File: src/rtl/zmem_ctrl.sv
// Z80 memory-cycle controller: selects the pager window addressed by za[15:14], routes the
// cycle to the ROM or to the DRAM arbiter, and serves repeat reads from a one-word cache.
module zmem_ctrl #(
  parameter int unsigned ROM_PAGE_BITS = 5
) (
  input  logic                        fclk,
  input  logic                        rst,
  input  logic                        zpos,
  input  logic                        zneg,
  input  logic [15:0]                 za,
  input  logic [7:0]                  zd,
  input  logic                        mreq_n,
  input  logic                        rd_n,
  input  logic                        wr_n,
  input  logic                        rfsh_n,
  input  logic [31:0]                 pages,
  input  logic [3:0]                  romnram,
  output logic                        rom_cs_n,
  output logic [14+ROM_PAGE_BITS-1:0] rom_addr,
  output logic                        dram_req,
  output logic                        dram_rnw,
  output logic [20:0]                 dram_addr,
  output logic [1:0]                  dram_bsel,
  output logic [7:0]                  dram_wrdata,
  input  logic                        dram_stb,
  input  logic [15:0]                 dram_rddata,
  output logic [7:0]                  zd_out,
  output logic                        zd_ena,
  output logic                        zwait
);

  localparam int unsigned RA_W   = 14 + ROM_PAGE_BITS;
  localparam int unsigned DA_W   = 21;
  localparam int unsigned WORD_W = 16;
  localparam int unsigned BYTE_W = 8;

  typedef enum logic [2:0] {
    S_IDLE,
    S_ROM,
    S_RD_REQ,
    S_WR_REQ,
    S_HOLD,
    S_DRAIN
  } state_t;

  state_t              state_q, state_d;
  logic                served_q, served_d;
  logic                za0_q, za0_d;

  logic                rom_cs_n_d;
  logic [RA_W-1:0]     rom_addr_d;
  logic                dram_req_d;
  logic                dram_rnw_d;
  logic [DA_W-1:0]     dram_addr_d;
  logic [1:0]          dram_bsel_d;
  logic [BYTE_W-1:0]   dram_wrdata_d;
  logic [BYTE_W-1:0]   zd_out_d;
  logic                zd_ena_d;

  logic                cache_valid_q, cache_valid_d;
  logic [DA_W-1:0]     cache_tag_q, cache_tag_d;
  logic [WORD_W-1:0]   cache_data_q, cache_data_d;

  logic [1:0]          win;
  logic [BYTE_W-1:0]   win_page;
  logic                win_rom;
  logic [DA_W-1:0]     word_addr;
  logic                is_rd;
  logic                trig;
  logic                cache_hit;
  logic                wr_merge;
  logic [WORD_W-1:0]   merged_word;
  logic                unused_inputs;

  // Window decode for the cycle currently on the bus
  assign win       = za[15:14];
  assign win_page  = pages[{win, 3'b000} +: BYTE_W];
  assign win_rom   = romnram[win];
  assign word_addr = {win_page, za[13:1]};
  assign is_rd     = ~rd_n;

  assign trig = zneg & ~mreq_n & rfsh_n & (~rd_n | ~wr_n) & ~served_q;

  assign cache_hit = cache_valid_q && (cache_tag_q == word_addr);

  // A completed write keeps the cached word coherent when it targets the same word
  assign wr_merge    = ~dram_rnw && cache_valid_q && (cache_tag_q == dram_addr);
  assign merged_word = za0_q ? {dram_wrdata, cache_data_q[7:0]}
                             : {cache_data_q[15:8], dram_wrdata};

  assign zwait = (state_q == S_RD_REQ) || (state_q == S_WR_REQ);

  // The Z80 clock phase strobe and the unused high page bits carry no meaning here
  assign unused_inputs = ^{zpos, win_page[BYTE_W-1:ROM_PAGE_BITS]};

  always_comb begin
    state_d       = state_q;
    served_d      = mreq_n ? 1'b0 : served_q;
    za0_d         = za0_q;
    rom_cs_n_d    = rom_cs_n;
    rom_addr_d    = rom_addr;
    dram_req_d    = dram_req;
    dram_rnw_d    = dram_rnw;
    dram_addr_d   = dram_addr;
    dram_bsel_d   = dram_bsel;
    dram_wrdata_d = dram_wrdata;
    zd_out_d      = zd_out;
    zd_ena_d      = zd_ena;
    cache_valid_d = cache_valid_q;
    cache_tag_d   = cache_tag_q;
    cache_data_d  = cache_data_q;

    unique case (state_q)
      S_IDLE: begin
        if (trig) begin
          served_d = 1'b1;
          if (win_rom) begin
            rom_cs_n_d = 1'b0;
            rom_addr_d = {win_page[ROM_PAGE_BITS-1:0], za[13:0]};
            state_d    = S_ROM;
          end else if (is_rd && cache_hit) begin
            zd_out_d = za[0] ? cache_data_q[15:8] : cache_data_q[7:0];
            zd_ena_d = 1'b1;
            state_d  = S_HOLD;
          end else begin
            dram_req_d  = 1'b1;
            dram_rnw_d  = is_rd;
            dram_addr_d = word_addr;
            za0_d       = za[0];
            if (is_rd) begin
              dram_bsel_d = 2'b11;
              state_d     = S_RD_REQ;
            end else begin
              dram_bsel_d   = za[0] ? 2'b10 : 2'b01;
              dram_wrdata_d = zd;
              state_d       = S_WR_REQ;
            end
          end
        end
      end

      S_ROM: begin
        if (mreq_n) begin
          rom_cs_n_d = 1'b1;
          state_d    = S_IDLE;
        end
      end

      // Strobe wins over a simultaneous mreq_n release
      S_RD_REQ: begin
        if (dram_stb) begin
          cache_valid_d = 1'b1;
          cache_tag_d   = dram_addr;
          cache_data_d  = dram_rddata;
          zd_out_d      = za0_q ? dram_rddata[15:8] : dram_rddata[7:0];
          zd_ena_d      = 1'b1;
          dram_req_d    = 1'b0;
          state_d       = S_HOLD;
        end else if (mreq_n) begin
          state_d = S_DRAIN;
        end
      end

      S_WR_REQ: begin
        if (dram_stb) begin
          dram_req_d = 1'b0;
          state_d    = S_HOLD;
          if (wr_merge) begin
            cache_data_d = merged_word;
          end
        end else if (mreq_n) begin
          state_d = S_DRAIN;
        end
      end

      S_HOLD: begin
        if (mreq_n) begin
          zd_ena_d = 1'b0;
          state_d  = S_IDLE;
        end
      end

      // Aborted access: let the arbiter finish, drop read data, still merge writes
      S_DRAIN: begin
        if (dram_stb) begin
          dram_req_d = 1'b0;
          state_d    = S_IDLE;
          if (wr_merge) begin
            cache_data_d = merged_word;
          end
        end
      end

      default: begin
        state_d = S_IDLE;
      end
    endcase
  end

  always_ff @(posedge fclk or posedge rst) begin
    if (rst) begin
      state_q       <= S_IDLE;
      served_q      <= 1'b0;
      za0_q         <= 1'b0;
      rom_cs_n      <= 1'b1;
      rom_addr      <= '0;
      dram_req      <= 1'b0;
      dram_rnw      <= 1'b1;
      dram_addr     <= '0;
      dram_bsel     <= 2'b11;
      dram_wrdata   <= '0;
      zd_out        <= '0;
      zd_ena        <= 1'b0;
      cache_valid_q <= 1'b0;
      cache_tag_q   <= '0;
      cache_data_q  <= '0;
    end else begin
      state_q       <= state_d;
      served_q      <= served_d;
      za0_q         <= za0_d;
      rom_cs_n      <= rom_cs_n_d;
      rom_addr      <= rom_addr_d;
      dram_req      <= dram_req_d;
      dram_rnw      <= dram_rnw_d;
      dram_addr     <= dram_addr_d;
      dram_bsel     <= dram_bsel_d;
      dram_wrdata   <= dram_wrdata_d;
      zd_out        <= zd_out_d;
      zd_ena        <= zd_ena_d;
      cache_valid_q <= cache_valid_d;
      cache_tag_q   <= cache_tag_d;
      cache_data_q  <= cache_data_d;
    end
  end

endmodule

File: config.mk
export PLATFORM = sky130hd
export DESIGN_NAME = zmem_ctrl
export DESIGN_NICKNAME = d
export VERILOG_FILES = /design/src/rtl/zmem_ctrl.sv
export SDC_FILE = /design/constraint.sdc
export NUM_CORES = 1
export LEC_CHECK = 0
export CAP_MARGIN = 20
export CORE_MARGIN = 3
export CORE_UTILIZATION = 44
export CTS_BUF_LIST = sky130_fd_sc_hd__clkbuf_16
export CTS_CLUSTER_SIZE = 40
export DETAILED_ROUTE_END_ITERATION = 7
export MAX_ROUTING_LAYER = met4
export PLACE_DENSITY_LB_ADDON = 0.3
export RECOVER_POWER = 50
export SLEW_MARGIN = 10
export SYNTH_ARGS = -nofsm -noshare
export SYNTH_HDL_FRONTEND = slang
export SYNTH_SLANG_ARGS = --single-unit
File: constraint.sdc
create_clock -name fclk -period 3.3 [get_ports fclk]
set_input_delay 0.66 -clock fclk [delete_from_list [all_inputs] [get_ports fclk]]
set_output_delay 0.66 -clock fclk [all_outputs]
set_load 0.02 [all_outputs]
==> summary.md <==
| Metric | Value |
|---|---|
| Clock Skew | `0.00945 ns` |
| Internal | `3.91 mW` |
| Post-cts resize count | `0` |
| Sw Ratio | `0.378` |
| TritonRoute pass-1 iters | `4` |
| Most used cell, CP | `buf_12` |
| Routed vias/inst | `5.52` |
| Synth top area share | `0.469` |
| Port Buffers | `146` |
| Area Overhead vs Synth | `36.9%` |
| Worst skew pair latency | `0.35 ns` |
| CP Cell Sequence | `clkdlybuf4s50_1, buf_12, mux4_1, xnor2_1, nand4_1, nor2_4, a21oi_4, buf_12, mux2_4` |
| Leading area contributor after synthesis | `dfrtp_1` |
| Final min period | `2.82 ns` |
| Main flop type after synthesis | `dfrtp_1` |
| Fillers | `903` |
| Status | `finished with violations` |
| Synth cell types | `51` |
| Root buf cell | `clkbuf_16` |
| Total Neg Setup Slack | `0 ns` |
| DIE AREA | `0.0136 mm2` |
| Critical R2R Launch | `cache_tag_q[3]` |
| Critical Path Start | `za[14]` |
| Die width | `117 um` |
| Die Span Y | `117 um` |
| Post-placement cell count | `704` |
| Cell Area, Synth | `0.00539 mm2` |
| Endpoints failing hold | `0` |
| Worst Hold Class | `reg -> reg` |
| Post-CTS setup buffers | `0` |
| WP buf/inv | `3` |
| Cell with the most instances after synthesis | `dfrtp_1` |
| Initial Util | `0.460` |
| Share of cells above drive strength 1 | `0.228` |
| Maximum fanout along the worst path | `12` |
| FF-to-FF setup slack | `0.96 ns` |
| Unrepaired setup endpoints after global routing | `no` |
| Hold buffers post-CTS | `0` |
| CP max stage cell | `mux4_1` |
| Slew HR | `-0.257` |
| Clock power frac | `0.160` |
| Startpoint types | `primary input` |
| Num rows | `39` |
| Htree depth | `3` |
| Clk buf depth | `2` |
| GRT Total Usage | `0.214` |
| Tightest Pin Transition | `1.88 ns` |
| Number of remaining DRC errors | `0` |
| Crit Path Category | `in -> reg` |
| CTS Buf Count | `9` |
| Grt ovf | `0` |
| Per-cell routed wire length | `18.5 um` |
| Family with the most delay on the worst path | `multiplexers` |
| Core ar. | `0.0117 mm2` |
| Depth of the worst register-to-register path | `6` |
| Largest cells by area after synthesis | `dfrtp_1 47%, mux2_2 11%, mux2_4 6.7%` |
| Final cell count without fillers | `721` |
| WP data arrival | `3.05 ns` |
| Data required, critical path | `3.53 ns` |
| I/O pin count | `148` |
| Maximum number of pins on one net before global-route repair | `43` |
| CTS sink cnt | `105` |
| Clock slew at reported path FFs | `0.07 ns` |
| Met1 GRT Util | `0.278` |
| GR met2 Demand/Resource | `0.334` |
| Max-cap violation count | `1` |
| Final Power | `6.28 mW` |
| Pleak | `3.32 nW` |
| Final setup vio count | `0` |
| Largest stage delay, worst path | `0.61 ns` |
| EDFF count, synth | `0` |
| Initial antenna violation count | `0` |
| CTS tree | `built` |
| Final ANT Viol Nets | `0` |
| Gpl congestion | `0.888` |
| Sequential power share | `0.383` |
| Avg Cell Area, Syn | `12.9 um2` |
| FF+latch count, synth | `105` |
| Gate count of the mapped netlist | `418` |
| Max-slew violation count | `41` |
| R2r endpoint | `cache_data_q[0]` |
| Crit path to | `dram_addr[1]` |
| Antenna diodes | `0` |
| Violated checks | `capacitance limit, slew limit` |
| Yosys warns | `0` |
| Gr busiest metal | `met2` |
| Sequential element share of the synthesized area | `0.489` |
| Routed wire length | `13.4 mm` |
| Syn Nets | `503` |
| Post-synthesis async set-or-reset flop share | `1.00` |
| HPWL after DPL | `10.2 mm` |
| Max Freq | `355 MHz` |
| Worst IR drop on VDD | `0.379 mV` |
| GR Layer Usage met3 | `0.0477` |
| Initial DRC count | `172` |
| DR vias | `3979` |
| Vias in the first global route | `4274` |
| Synth top cells by count | `101 x dfrtp_1, 55 x mux2_2, 35 x xor2_1, 24 x mux2_4, 15 x mux2i_1` |
| Switching power | `2.37 mW` |
| First-pass GRT wire length | `21.9 mm` |
| Crit share post-route | `0.854` |
| Final nets | `658` |
| CP Depth | `9` |
| Combinational share of power | `0.457` |
| Power per cell area | `851 mW/mm2` |
| Crit end category | `flip-flop` |
## how the worst min path moves through the flow
stage                                start          endpoint  slack (ns)  cells after the start
after floorplan           cache_data_q[10]  cache_data_q[10]        0.46                      1
after CTS                         rom_cs_n          rom_cs_n        0.48                      2
after global routing          rom_addr[18]      rom_addr[18]        0.51                      1
final                             dram_req          dram_req        0.47                      1
after global placement            dram_req          dram_req        0.46                      1
after detailed placement          dram_req          dram_req        0.47                      1
## logic make-up after synthesis
family	Yosys count	share of synthesized area
buffers and inverters	23	0.0209
xor gates and xnor gates	42	0.0683
AOI/OAI and AO/OA	73	0.101
DFF	105	0.489
and+or+nand+nor	74	0.0822
muxes	101	0.240
## through the flow
stage / setup slack, ns / instance area (um2) / hold slack [ns] / utilization
after floorplan: 0.704 / 5390 / 0.457 / -
after global placement: 0.119 / 7110 / 0.463 / 0.607
after detailed placement: 0.0988 / 7110 / 0.466 / 0.607
after CTS: 0.469 / 7380 / 0.478 / 0.631
after global routing: 0.259 / 7380 / 0.514 / 0.630
final: 0.481 / 7380 / 0.474 / 0.630
## cell usage in the layout (no fill, tap or decap), drive strengths merged, types with 9 or more instances in the layout
cell / netlist / routed
o22ai: 9 / 9
dfrtp: 101 / 101
clkbuf: 13 / 12
nor2: 11 / 11
xor2: 35 / 35
clkdlybuf4s50: 0 / 115
dlygate4sd3: 0 / 31
nor2b: 11 / 11
mux2: 79 / 79
buf: 6 / 14
nand2: 15 / 15
mux2i: 15 / 15
a21oi: 13 / 13
nor4: 12 / 12
## power by group through the flow
| stage | Clock, mW | Sequential, mW | Combinational (mW) |
|---|---|---|---|
| 3_3_place_gp | 0 | 2.39 | 2.90 |
| 6_report | 1.00 | 2.41 | 2.87 |
| 5_1_grt | 1.08 | 2.50 | 3.09 |
| 2_1_floorplan | 0 | 2.70 | 1.41 |
| 3_5_place_dp | 0 | 2.43 | 2.94 |
| 4_1_cts | 1.03 | 2.41 | 2.95 |
## flip-flops by register name, indices dropped and copies added, names as in the netlist
signal / cells
cache_data_q: 16
cache_tag_q: 21
cache_valid_q: 1
dram_addr: 21
dram_bsel: 2
dram_req: 1
dram_rnw: 1
dram_wrdata: 8
rom_addr: 19
rom_cs_n: 1
served_q: 1
state_q: 3
za0_q: 1
zd_ena: 1
zd_out: 8
## worst register-to-register path, stage by stage, from the launching register on
cell and delay [ns]:
dfrtp_1 0.42, xor2_1 0.18, nor4_1 0.46, nand4_1 0.21, o21a_1 0.24, nor3_2 0.51
a2bb2oi_1 0.23
## per-layer routing
| metal | wire [um] | up-vias | share of wire |
|---|---|---|---|
| met5 | 0 | - | 0 |
| met4 | 237 | 0 | 0.018 |
| met3 | 794 | 19 | 0.059 |
| met2 | 6360 | 114 | 0.48 |
| met1 | 5960 | 1988 | 0.45 |
| li1 | - | 1858 | - |
## cell type report
class	instances	area, um2	area share
Inverter	4	16.3	0.00221
Clock inverter	7	53.8	0.00729
Timing Repair Buffer	163	1630	0.220
Sequential cell	105	2630	0.357
Multi-Input combinational cell	290	2640	0.358
Tap cell	143	179	0.0243
Clock buffer	9	225	0.0305
(Power assumes the default switching activity.)
